File: src/rtl/button_conditioner.sv
// Synchronizes, debounces and edge-detects four push buttons, producing one-cycle
// press/release pulses plus hold-to-repeat step pulses for the Control block.
module button_conditioner #(
   parameter int unsigned DEBOUNCE_CYCLES = 1000000,
   parameter int unsigned REPEAT_DELAY    = 25000000,
   parameter int unsigned REPEAT_RATE     = 5000000,
   parameter logic [3:0]  REPEAT_MASK     = 4'b0011,
   parameter bit          ACTIVE_LOW      = 1'b1
) (
   input  logic       clk,
   input  logic       rst_n,
   input  logic [3:0] btn_raw,
   output logic [3:0] btn_level,
   output logic [3:0] press_pulse,
   output logic [3:0] step_pulse,
   output logic [3:0] release_pulse
);

   localparam int unsigned MAX_DR  = (DEBOUNCE_CYCLES > REPEAT_DELAY) ? DEBOUNCE_CYCLES : REPEAT_DELAY;
   localparam int unsigned MAX_CNT = (MAX_DR > REPEAT_RATE) ? MAX_DR : REPEAT_RATE;
   localparam int          CW      = $clog2(MAX_CNT + 1);

   localparam logic [CW-1:0] DC_TERM = CW'(DEBOUNCE_CYCLES - 1);
   localparam logic [CW-1:0] RD_TERM = CW'(REPEAT_DELAY - 1);
   localparam logic [CW-1:0] RR_TERM = CW'(REPEAT_RATE - 1);
   localparam logic [3:0]    RELEASED = {4{ACTIVE_LOW}};

   typedef enum logic [1:0] {IDLE, HOLD, REPEAT} state_e;

   logic [3:0]    sync1_q, sync1_d;
   logic [3:0]    sync2_q, sync2_d;
   logic [3:0]    level_q, level_d;
   logic [CW-1:0] dcnt_q [4];
   logic [CW-1:0] dcnt_d [4];
   logic [CW-1:0] rcnt_q [4];
   logic [CW-1:0] rcnt_d [4];
   state_e        state_q [4];
   state_e        state_d [4];
   logic [3:0]    press_q, press_d;
   logic [3:0]    step_q, step_d;
   logic [3:0]    release_q, release_d;

   logic [3:0]    sample;
   logic [3:0]    press_acc;
   logic [3:0]    release_acc;

   always_comb begin
      sync1_d     = btn_raw;
      sync2_d     = sync1_q;
      sample      = sync2_q ^ RELEASED;
      level_d     = level_q;
      dcnt_d      = dcnt_q;
      rcnt_d      = rcnt_q;
      state_d     = state_q;
      press_d     = '0;
      step_d      = '0;
      release_d   = '0;
      press_acc   = '0;
      release_acc = '0;

      for (int i = 0; i < 4; i++) begin
         // A level change is accepted only after DEBOUNCE_CYCLES consecutive differing samples.
         if (sample[i] == level_q[i]) begin
            dcnt_d[i] = '0;
         end else if (dcnt_q[i] == DC_TERM) begin
            level_d[i]     = ~level_q[i];
            dcnt_d[i]      = '0;
            press_acc[i]   = sample[i];
            release_acc[i] = ~sample[i];
         end else begin
            dcnt_d[i] = dcnt_q[i] + 1'b1;
         end

         // Release is checked before any due repeat so the release cycle never steps.
         case (state_q[i])
            IDLE: begin
               rcnt_d[i] = '0;
               if (press_acc[i]) begin
                  press_d[i] = 1'b1;
                  step_d[i]  = 1'b1;
                  state_d[i] = HOLD;
               end
            end
            HOLD: begin
               if (release_acc[i]) begin
                  release_d[i] = 1'b1;
                  rcnt_d[i]    = '0;
                  state_d[i]   = IDLE;
               end else if (!REPEAT_MASK[i]) begin
                  rcnt_d[i] = '0;
               end else if (rcnt_q[i] == RD_TERM) begin
                  step_d[i]  = 1'b1;
                  rcnt_d[i]  = '0;
                  state_d[i] = REPEAT;
               end else begin
                  rcnt_d[i] = rcnt_q[i] + 1'b1;
               end
            end
            REPEAT: begin
               if (release_acc[i]) begin
                  release_d[i] = 1'b1;
                  rcnt_d[i]    = '0;
                  state_d[i]   = IDLE;
               end else if (rcnt_q[i] == RR_TERM) begin
                  step_d[i] = 1'b1;
                  rcnt_d[i] = '0;
               end else begin
                  rcnt_d[i] = rcnt_q[i] + 1'b1;
               end
            end
            default: begin
               rcnt_d[i]  = '0;
               state_d[i] = IDLE;
            end
         endcase
      end
   end

   always_ff @(posedge clk or negedge rst_n) begin
      if (!rst_n) begin
         sync1_q   <= RELEASED;
         sync2_q   <= RELEASED;
         level_q   <= '0;
         press_q   <= '0;
         step_q    <= '0;
         release_q <= '0;
         for (int i = 0; i < 4; i++) begin
            dcnt_q[i]  <= '0;
            rcnt_q[i]  <= '0;
            state_q[i] <= IDLE;
         end
      end else begin
         sync1_q   <= sync1_d;
         sync2_q   <= sync2_d;
         level_q   <= level_d;
         press_q   <= press_d;
         step_q    <= step_d;
         release_q <= release_d;
         for (int i = 0; i < 4; i++) begin
            dcnt_q[i]  <= dcnt_d[i];
            rcnt_q[i]  <= rcnt_d[i];
            state_q[i] <= state_d[i];
         end
      end
   end

   assign btn_level     = level_q;
   assign press_pulse   = press_q;
   assign step_pulse    = step_q;
   assign release_pulse = release_q;

endmodule
File: config.mk
export PLATFORM = sky130hd
export DESIGN_NAME = button_conditioner
export DESIGN_NICKNAME = d
export VERILOG_FILES = /design/src/rtl/button_conditioner.sv
export SDC_FILE = /design/constraint.sdc
export NUM_CORES = 1
export LEC_CHECK = 0
export BUFFER_PORTS_ARGS = -buffer_cell sky130_fd_sc_hd__buf_2
export CAP_MARGIN = 5
export CORE_ASPECT_RATIO = 1.1
export CORE_MARGIN = 1.5
export CORE_UTILIZATION = 30
export CTS_CLUSTER_SIZE = 40
export DETAILED_ROUTE_END_ITERATION = 7
export PLACE_DENSITY = 0.52
export SYNTH_ARGS = -nofsm -noshare
export SYNTH_HDL_FRONTEND = slang
export SYNTH_SLANG_ARGS = --single-unit
File: constraint.sdc
create_clock -name clk -period 5.2 [get_ports clk]
set_clock_uncertainty 0.15 [all_clocks]
set_input_delay 0.52 -clock clk [delete_from_list [all_inputs] [get_ports clk]]
set_output_delay 0.52 -clock clk [all_outputs]
set_load 0.05 [all_outputs]
==> results of run 1 <==
==> power by group <==
part	internal [mW]	leakage, nW	switching [mW]
logic	0.0125	1.23	0.0476
registers	1.40	2.45	0.0109
clock network	0.763	0.288	0.568
==> routing by layer <==
metal | wire length [um] | up-vias | share of wire (%) | global-route usage, %
li1 | - | 3178 | - | -
met1 | 8570 | 3071 | 50 | 15.7
met2 | 7830 | 40 | 46 | 19.6
met3 | 332 | 16 | 2.0 | 2.43
met4 | 254 | 0 | 1.5 | 4.25
met5 | 0 | - | 0 | 0
==> worst max-delay path by stage <==
stage               start    endpoint  slack [ns]  depth (start not counted)
6_report       dcnt_q[58]  dcnt_q[73]        2.54                          5
2_1_floorplan  rcnt_q[63]  rcnt_q[61]        3.02                          6
4_1_cts        dcnt_q[58]  dcnt_q[73]        2.50                          5
3_5_place_dp   dcnt_q[58]  dcnt_q[52]        2.50                          5
3_3_place_gp   dcnt_q[58]  dcnt_q[72]        2.60                          5
5_1_grt        dcnt_q[58]  dcnt_q[58]        2.31                          5
==> registers in the layout, indices dropped and copies added (netlist names) <==
register       count
btn_level          4
sync1_q            4
step_pulse         3
press_pulse        3
release_pulse      4
sync2_q            4
state_q            6
rcnt_q            50
dcnt_q           100
==> through the flow <==
stage,setup WS [ns],power [mW]
floorplan,3.02,1.46
global placement,2.60,1.50
detailed placement,2.50,1.50
CTS,2.50,2.85
global route,2.31,2.92
finish,2.54,2.80
==> cell usage in the layout (no fill, tap or decap), types with 4 or more instances in the layout <==
| master | n |
|---|---|
| nor2_1 | 172 |
| nor4b_1 | 10 |
| nand3_1 | 57 |
| dfstp_2 | 8 |
| nand4_1 | 40 |
| or4_1 | 8 |
| buf_2 | 20 |
| or3_1 | 6 |
| nor3_1 | 49 |
| ha_1 | 14 |
| and4_1 | 25 |
| o21ai_0 | 12 |
| nand2_1 | 66 |
| xnor2_1 | 80 |
| nor4_1 | 23 |
| and3_1 | 22 |
| clkbuf_16 | 17 |
| a21oi_1 | 5 |
| xor2_1 | 58 |
| and2_1 | 5 |
| inv_6 | 4 |
| inv_1 | 30 |
| dfrtp_1 | 170 |
==> kinds of logic after synthesis <==
group | Yosys count | synth area share (%)
buffers and inverters | 52 | 2.80
adder cells (fa/ha/maj) | 14 | 1.99
AO/OA/AOI/OAI | 30 | 2.16
XOR/XNOR | 138 | 13.7
AND/OR/NAND/NOR | 495 | 28.3
flip-flops | 178 | 50.8
multiplexers | 2 | 0.228
==> area by class of cell <==
cell class	count	area (um^2)	area share [%]
Multi-Input combinational cell	679	4090	41.4
Clock buffer	18	429	4.35
Sequential cell	178	4460	45.2
Timing Repair Buffer	24	136	1.38
Clock inverter	14	179	1.81
Tap cell	368	460	4.67
Inverter	30	113	1.14
==> qor.csv, run 1 <==
metric,value,unit
status,finished with violations,
violations,design-rule violations,
place_area,9260,um^2
crit_chain,nor4b_1 > nand4_1 > or3_1 > nand2_1 > nor2_1,
htree_levels,4,
yosysUniqueCellTypes,42,
drt_iter0_drc,418,
port_buffers,21,
clk-insertion-delay-late,0.43,ns
finalHoldViolations,0,
grt_pass1_wl,30000,um
syn_to_final_growth,12.2,%
r2r-start,dcnt_q[58],
crit_required,5.33,ns
critPathTopFamily,simple AND/OR/NAND/NOR gates,
cts_setup_buffers,0,
max_stage_delay,0.63,ns
drv_slew,0,
ant_nets,0,
cts_buffer_depth,2,
r2r-end,dcnt_q[73],
synth_warnings,0,
hp-class,in2async,
hold-worst-slack,0.0126,ns
post-route-drc-count,2,
start_util,30.5,%
relSlewSlack,31.1,%
antenna_found_initial,0,
worstMarginPinSlew,1.03,ns
avgSynthCellArea,9.67,um^2
fill_cells,3006,
worstRegToRegCells,5,
num-nets-final,950,
clock_sinks,178,
cts-resized-gates,0,
final_util,34.3,%
ys.flop_type,dfrtp_1,
clk_pin_slew_worst_paths,0.07,ns
die_y,183,um
ys_async_sr_fraction,100,%
synth_edf_count,0,
yosysMostFrequentCell,nor2_1,
track_usage,12.0,%
period_minus_slack,2.66,ns
rows,65,
setup_tns,0,ns
cts_tree,built,
dp.cells,1279,
postSynthCellCount,909,
cts_buffers,17,
peakVddDrop,0.233,mV
dr.pass1.iters,6,
synth_top_area_share,48.4,%
start_kind,flop,
rrSetupSlack,2.54,ns
crit_fanout,24,
rsz0062_at_grt,false,
core_region_area,28800,um^2
dieArea,30300,um^2
netlist_area,8790,um^2
grt_max_degree,101,
leakagePower,3.97,nW
die_w,166,um
postRouteWirelength,17000,um
ys_ff_latch,178,
setup_viol_count_final,0,
synth-seq-area-share,50.8,%
cts-hold-fix-buffers,0,
final_area,9870,um^2
routabilityCongestion,0.752,
fin_crit_sh,51.2,%
post-dp-hpwl,11000,um
routed_via_density,4.81,
root_buffer,clkbuf_16,
worstPathArrival,2.79,ns
num_vias,6305,
synth.area.top_cells,"dfrtp_1, xnor2_1, nor2_1",
end_kind,flop,
antenna_cells,0,
power_density,284,nW/um^2
final_cells,1311,
synth_nets,929,
layout-drive-gt1-share,7.53,%
fmax,376,MHz
path_buf_inv,0,
ios,22,
overflow,0,
worstSetupPathType,reg2reg,
synth_common_cells,"nor2_1, dfrtp_1, xnor2_1, nand2_1, xor2_1",
crit_path_top_delay_cell,nand2_1,
wire_per_inst,13.0,um
grt_pass1_vias,6290,
maxCapViolCount,0,
yosysTopAreaCell,dfrtp_1,
Power figures use the tool's default switching activity.
==> run 2: changes to the inputs <==
Settings changed: PLACE_DENSITY 0.52 to 0.54.
Clock period 5.2 ns to 2.2 ns, I/O delays scaled along.
==> run 2 against run 1 <==
  * The run still ends with design-rule violations left
  * Routed wire length up 2.0%
  * Sequential share of layout area down 3.4 points
  * Die area did not move
  * Clock power up 140%
  * Critical path depth rose by 1
  * Register-to-register slack lost 2.5 ns
  * Sequential cell count is the same
  * First-iteration DRC count is 26% lower
  * Final area up 8.2%
  * Critical path type unchanged
  * Critical endpoint is now rcnt_q[86]
  * Largest cell class unchanged
==> qor.csv, run 2 (synthesis gave the netlist of run 1 again) <==
metric,value,unit,change
clk_pin_slew_worst_paths,0.07,ns,about the same
port_buffers,21,,unchanged
hold-worst-slack,0.137,ns,+0.124 ns
drv_slew,0,,unchanged
place_area,9880,um^2,+6.7%
num-nets-final,1025,,+7.9%
dr.pass1.iters,7,,+1
period_minus_slack,2.16,ns,-0.502 ns
ios,22,,unchanged
grt_pass1_vias,6444,,+2.4%
crit_required,2.37,ns,-2.96 ns
relSlewSlack,69.9,%,+39 points
grt_pass1_wl,30300,um,+0.85%
status,finished with violations,,
post-route-drc-count,2,,unchanged
overflow,0,,unchanged
start_kind,flop,,
post-dp-hpwl,11700,um,+6.7%
crit_fanout,6,,-75%
fin_crit_sh,98.1,%,+47 points
rsz0062_at_grt,true,,
power,6.68,mW,+140%
dp_worst_setup_slack,0.00334,ns,-2.50 ns
cts_buffer_depth,2,,unchanged
clock_sinks,178,,unchanged
dieArea,30300,um^2,unchanged
top_register,dcnt_q,,
worstSetupPathType,reg2reg,,
rows,65,,unchanged
track_usage,12.0,%,+0.087 points
peakVddDrop,0.539,mV,+130%
final_area,10700,um^2,+8.2%
end_kind,flop,,
cts_buffers,17,,unchanged
hp-class,in2async,,
power_density,626,nW/um^2,+120%
worstPathArrival,2.33,ns,-0.46 ns
core_region_area,28800,um^2,unchanged
syn_to_final_growth,21.4,%,
worstMarginPinSlew,0.445,ns,-0.589 ns
root_buffer,clkbuf_16,,
antenna_found_initial,0,,unchanged
start_util,30.5,%,unchanged
setup_viol_count_final,0,,unchanged
clk-insertion-delay-late,0.43,ns,about the same
setup_tns,0,ns,unchanged
routed_via_density,4.74,,-1.5%
crit_path_top_delay_cell,or4_1,,
layout-drive-gt1-share,15.2,%,+7.7 points
max_stage_delay,0.53,ns,-0.10 ns
fmax,463,MHz,+23%
drt_iter0_drc,309,,-26%
setup_slack,0.0418,ns,-2.50 ns
htree_levels,4,,unchanged
routabilityCongestion,0.743,,-1.2%
final_cell_mix,"nor2_1, dfrtp_1, xnor2_1",,
top_regs,"dcnt_q (100), rcnt_q (50), state_q (6)",,
num_vias,6568,,+4.2%
crit_chain,or4_1 > or4_4 > o21ai_2 > a211o_2 > clkbuf_16 > nor2_1,,
cts_tree,built,,
multi_input_area,4160,um^2,+1.8%
die_y,183,um,unchanged
finalHoldViolations,0,,unchanged
regArea,4460,um^2,unchanged
violations,design-rule violations,,
ant_nets,0,,unchanged
antenna_cells,0,,unchanged
leakagePower,4.44,nW,+12%
die_w,166,um,unchanged
final_common_cell,nor2_1,,
maxCapViolCount,0,,unchanged
largest_register_ffs,100,,unchanged
fill_cells,2906,,-3.3%
wire_per_inst,12.5,um,-3.6%
grt_max_degree,48,,-52%
postRouteWirelength,17300,um,+2.0%
## run 2: cell types whose count changed in the layout (fill, tap and decap cells not counted), sizes merged
cell	delta
buf	+69
clkbuf	+2
clkinv	+1
clkinvlp	-2
dlygate4sd3	+5
## run 2: power breakdown
part	internal [mW]	switching (mW)
registers	3.30	0.0221
logic	0.0624	0.122
clock network	1.84	1.33
total	5.21	1.47
## run 2: repair_timing
item / in CTS / in global routing
pin swaps: 2 / 3
setup endpoints to repair: 9 / 112
setup buffers: 0 / 2
gates cloned: 0 / 2
endpoints found under the hold margin: 141 / 0
resized for setup: 1 / 16
hold buffers: 5 / 0
## run 2: worst max-delay path: cells and delay by family (launching register included)
kind	cells	cell delay, ns
compound gates	2	0.34
buf+inv	1	0.17
flops	1	0.38
simple gates	3	1.01
## run 2: path summary, 6_finish.rpt
path | endpoint | slack (ns) | depth (start not counted) | start
max reg2reg | rcnt_q[86] | 0.04 | 6 | rcnt_q[88]
max | rcnt_q[86] | 0.04 | 6 | rcnt_q[88]
min | rcnt_q[73] | 0.14 | 2 | rst_n
max in group asynchronous | sync2_q[1] | 1.10 | 3 | rst_n
min reg2reg | sync2_q[0] | 0.21 | 0 | sync1_q[0]
min in group clk | sync2_q[0] | 0.21 | 0 | sync1_q[0]
## run 2: routing by layer
metal | up-vias | GRT usage (%) | routed length, um
met5 | - | 0 | 0
met4 | 0 | 4.36 | 193
met3 | 9 | 2.34 | 343
met2 | 57 | 20.5 | 8470
met1 | 3179 | 15.2 | 8310
li1 | 3323 | - | -
## run 2: per-stage QoR
stage	cells	utilization (%)
2_1_floorplan	909	-
3_3_place_gp	1345	34.3
3_5_place_dp	1345	34.3
4_1_cts	1382	36.7
5_1_grt	1386	37.1
6_report	1386	37.1
## run 2: final cells by class
type | count | area share (%)
repair buffers | 99 | 8.04
clock inverters | 13 | 1.65
well taps | 368 | 4.31
inverters | 30 | 1.05
flip-flops and latches | 178 | 41.8
multi-input cells | 679 | 39.0
clock buffers | 19 | 4.15
==> run 3: changes to the inputs <==
Settings changed: PLACE_DENSITY 0.54 to 0.52.
Clock period 2.2 ns to 2.45 ns, I/O delays scaled along.
==> run 3 against run 2 <==
  * Die area unchanged
  * Non-clock buffer count down 45
  * Core utilization down 1.6 points
  * The flow still finishes with violations (design-rule violations)
  * Via count down 2.0%
  * Global-route usage up 0.073 points
  * Setup slack better by 0.14 ns
  * Register-to-register slack better by 0.14 ns
  * Routed wire length down 0.88%
  * Sequential share of layout area up 1.9 points
  * Total power down 11%
==> qor.csv, run 3 (synthesis gave the netlist of run 1 again) <==
metric,value,unit,change
maxCapViolCount,0,,unchanged
final_cell_mix,"nor2_1, dfrtp_1, xnor2_1",,
routabilityCongestion,0.771,,+3.7%
setup_viol_count_final,0,,unchanged
r2r-end,rcnt_q[60],,
cpMostUsedCell,or4_1,,
worstSetupPathType,reg2reg,,
power_density,582,nW/um^2,-7.0%
ant_nets,0,,unchanged
dr.pass1.iters,6,,-1
hp-class,in2async,,
grt_max_degree,60,,+25%
crit_chain,or4_1 > or4_1 > o21ai_1 > a211o_2 > buf_12 > nor2_1,,
start_util,30.5,%,unchanged
p_clk_share,47.0,%,-0.4 points
crit_required,2.62,ns,+0.25 ns
drv_slew,0,,unchanged
syn_to_final_growth,16.1,%,
grt_pass1_vias,6394,,-0.78%
fill_cells,2921,,+0.52%
status,finished with violations,,
period_minus_slack,2.26,ns,+0.105 ns
p_seq_share,50.4,%,+0.6 points
combPwrFrac,2.6,%,-0.2 points
ios,22,,unchanged
worstPathArrival,2.43,ns,+0.10 ns
track_usage,12.1,%,+0.073 points
place_area,9560,um^2,-3.2%
start_kind,flop,,
critPathTopFamily,simple AND/OR/NAND/NOR gates,,
internal_power,4.63,mW,-11%
top_regs,"dcnt_q (100), rcnt_q (50), state_q (6)",,
leakagePower,4.16,nW,-6.3%
post-route-drc-count,2,,unchanged
relSlewSlack,66.2,%,-3.8 points
cts_buffers,17,,unchanged
dieArea,30300,um^2,unchanged
rows,65,,unchanged
overflow,0,,unchanged
core_region_area,28800,um^2,unchanged
antenna_found_initial,0,,unchanged
violations,design-rule violations,,
largest_register_ffs,100,,unchanged
wire_per_inst,12.8,um,+2.4%
path_buf_inv,1,,unchanged
worstRegToRegCells,6,,unchanged
die_y,183,um,unchanged
postRouteWirelength,17200,um,-0.88%
antenna_cells,0,,unchanged
clock_sinks,178,,unchanged
routed_via_density,4.80,,+1.3%
htree_levels,4,,unchanged
end_kind,flop,,
fin_crit_sh,92.4,%,-5.7 points
max_stage_delay,0.54,ns,about the same
grt_pass1_wl,30300,um,about the same
rrSetupSlack,0.19,ns,+0.14 ns
fmax,442,MHz,-4.7%
final_common_cell,nor2_1,,
num_vias,6438,,-2.0%
root_buffer,clkbuf_16,,
top_register,dcnt_q,,
worstMarginPinSlew,0.503,ns,+0.0579 ns
cts_tree,built,,
dp.cells,1304,,-3.0%
cts_buffer_depth,2,,unchanged
setup_tns,0,ns,unchanged
post-dp-hpwl,11400,um,-2.9%
port_buffers,21,,unchanged
num-nets-final,980,,-4.4%
power,5.94,mW,-11%
rsz0062_at_grt,false,,
clk_pin_slew_worst_paths,0.07,ns,about the same
final_area,10200,um^2,-4.4%
die_w,166,um,unchanged
r2r-start,rcnt_q[63],,
finalHoldViolations,0,,unchanged
crit_fanout,14,,+8
drt_iter0_drc,394,,+28%
layout-drive-gt1-share,9.66,%,-5.6 points
p_sw_share,22.1,%,+0.042 points
peakVddDrop,0.451,mV,-16%
clk-insertion-delay-late,0.44,ns,about the same
crit_path_top_delay_cell,or4_1,,
final_cells,1341,,-3.2%
power.switching,1.31,mW,-11%
[run 3: what timing repair did]
action | 4_1_cts | 5_1_grt
buffers inserted | 0 | 0
hold endpoints to repair | 140 | 0
gates resized for setup | 0 | 1
setup endpoints to repair | 0 | 1
hold buffers | 5 | 0
[run 3: per-layer routing]
layer	up-vias	global-route usage [%]	share of wire (%)
met4	0	4.25	1.6
met2	40	19.8	47
li1	3238	-	-
met1	3137	15.8	49
met3	23	2.75	2.0
met5	-	0	0
[run 3: worst max-delay path by stage]
stage	start	end	slack, ns	depth (start not counted)
2_1_floorplan	rcnt_q[63]	rcnt_q[61]	0.27	6
3_3_place_gp	rcnt_q[63]	rcnt_q[52]	0.20	6
3_5_place_dp	rcnt_q[75]	rcnt_q[82]	0.18	7
4_1_cts	rcnt_q[75]	rcnt_q[84]	0.17	7
5_1_grt	dcnt_q[56]	rcnt_q[60]	0.004	6
6_report	rcnt_q[63]	rcnt_q[60]	0.19	6
[run 3: stage by stage]
step           utilization (%)  hold slack, ns  setup slack (ns)
5_1_grt                   35.4           0.148           0.00416
3_3_place_gp              33.2          0.0361             0.200
6_report                  35.4           0.122             0.186
2_1_floorplan                -          -0.201             0.272
3_5_place_dp              33.2          0.0368             0.179
4_1_cts                   35.4           0.126             0.167
[run 3: worst reg2reg max path, cell delays in order, from the launching register on]
cell and delay, ns:
dfrtp_1 0.42, or4_1 0.51, or4_1 0.54, o21ai_1 0.14, a211o_2 0.20, buf_12 0.14
nor2_1 0.05
[run 3: layout make-up]
cell class	count	area, um^2	share of cell area [%]
clock buffers	20	437	4.28
clock inverters	12	158	1.54
flip-flops and latches	178	4460	43.7
repair buffers	54	487	4.77
multi-input cells	679	4090	40.0
well taps	368	460	4.51
inverters	30	113	1.10
[run 3: power by group through the flow]
stage	clock [mW]	sequential (mW)	combinational (mW)
2_1_floorplan	0	3.04	0.0578
3_3_place_gp	0	3.04	0.158
3_5_place_dp	0	3.04	0.158
4_1_cts	2.89	2.99	0.165
5_1_grt	3.01	2.99	0.181
6_report	2.79	2.99	0.155
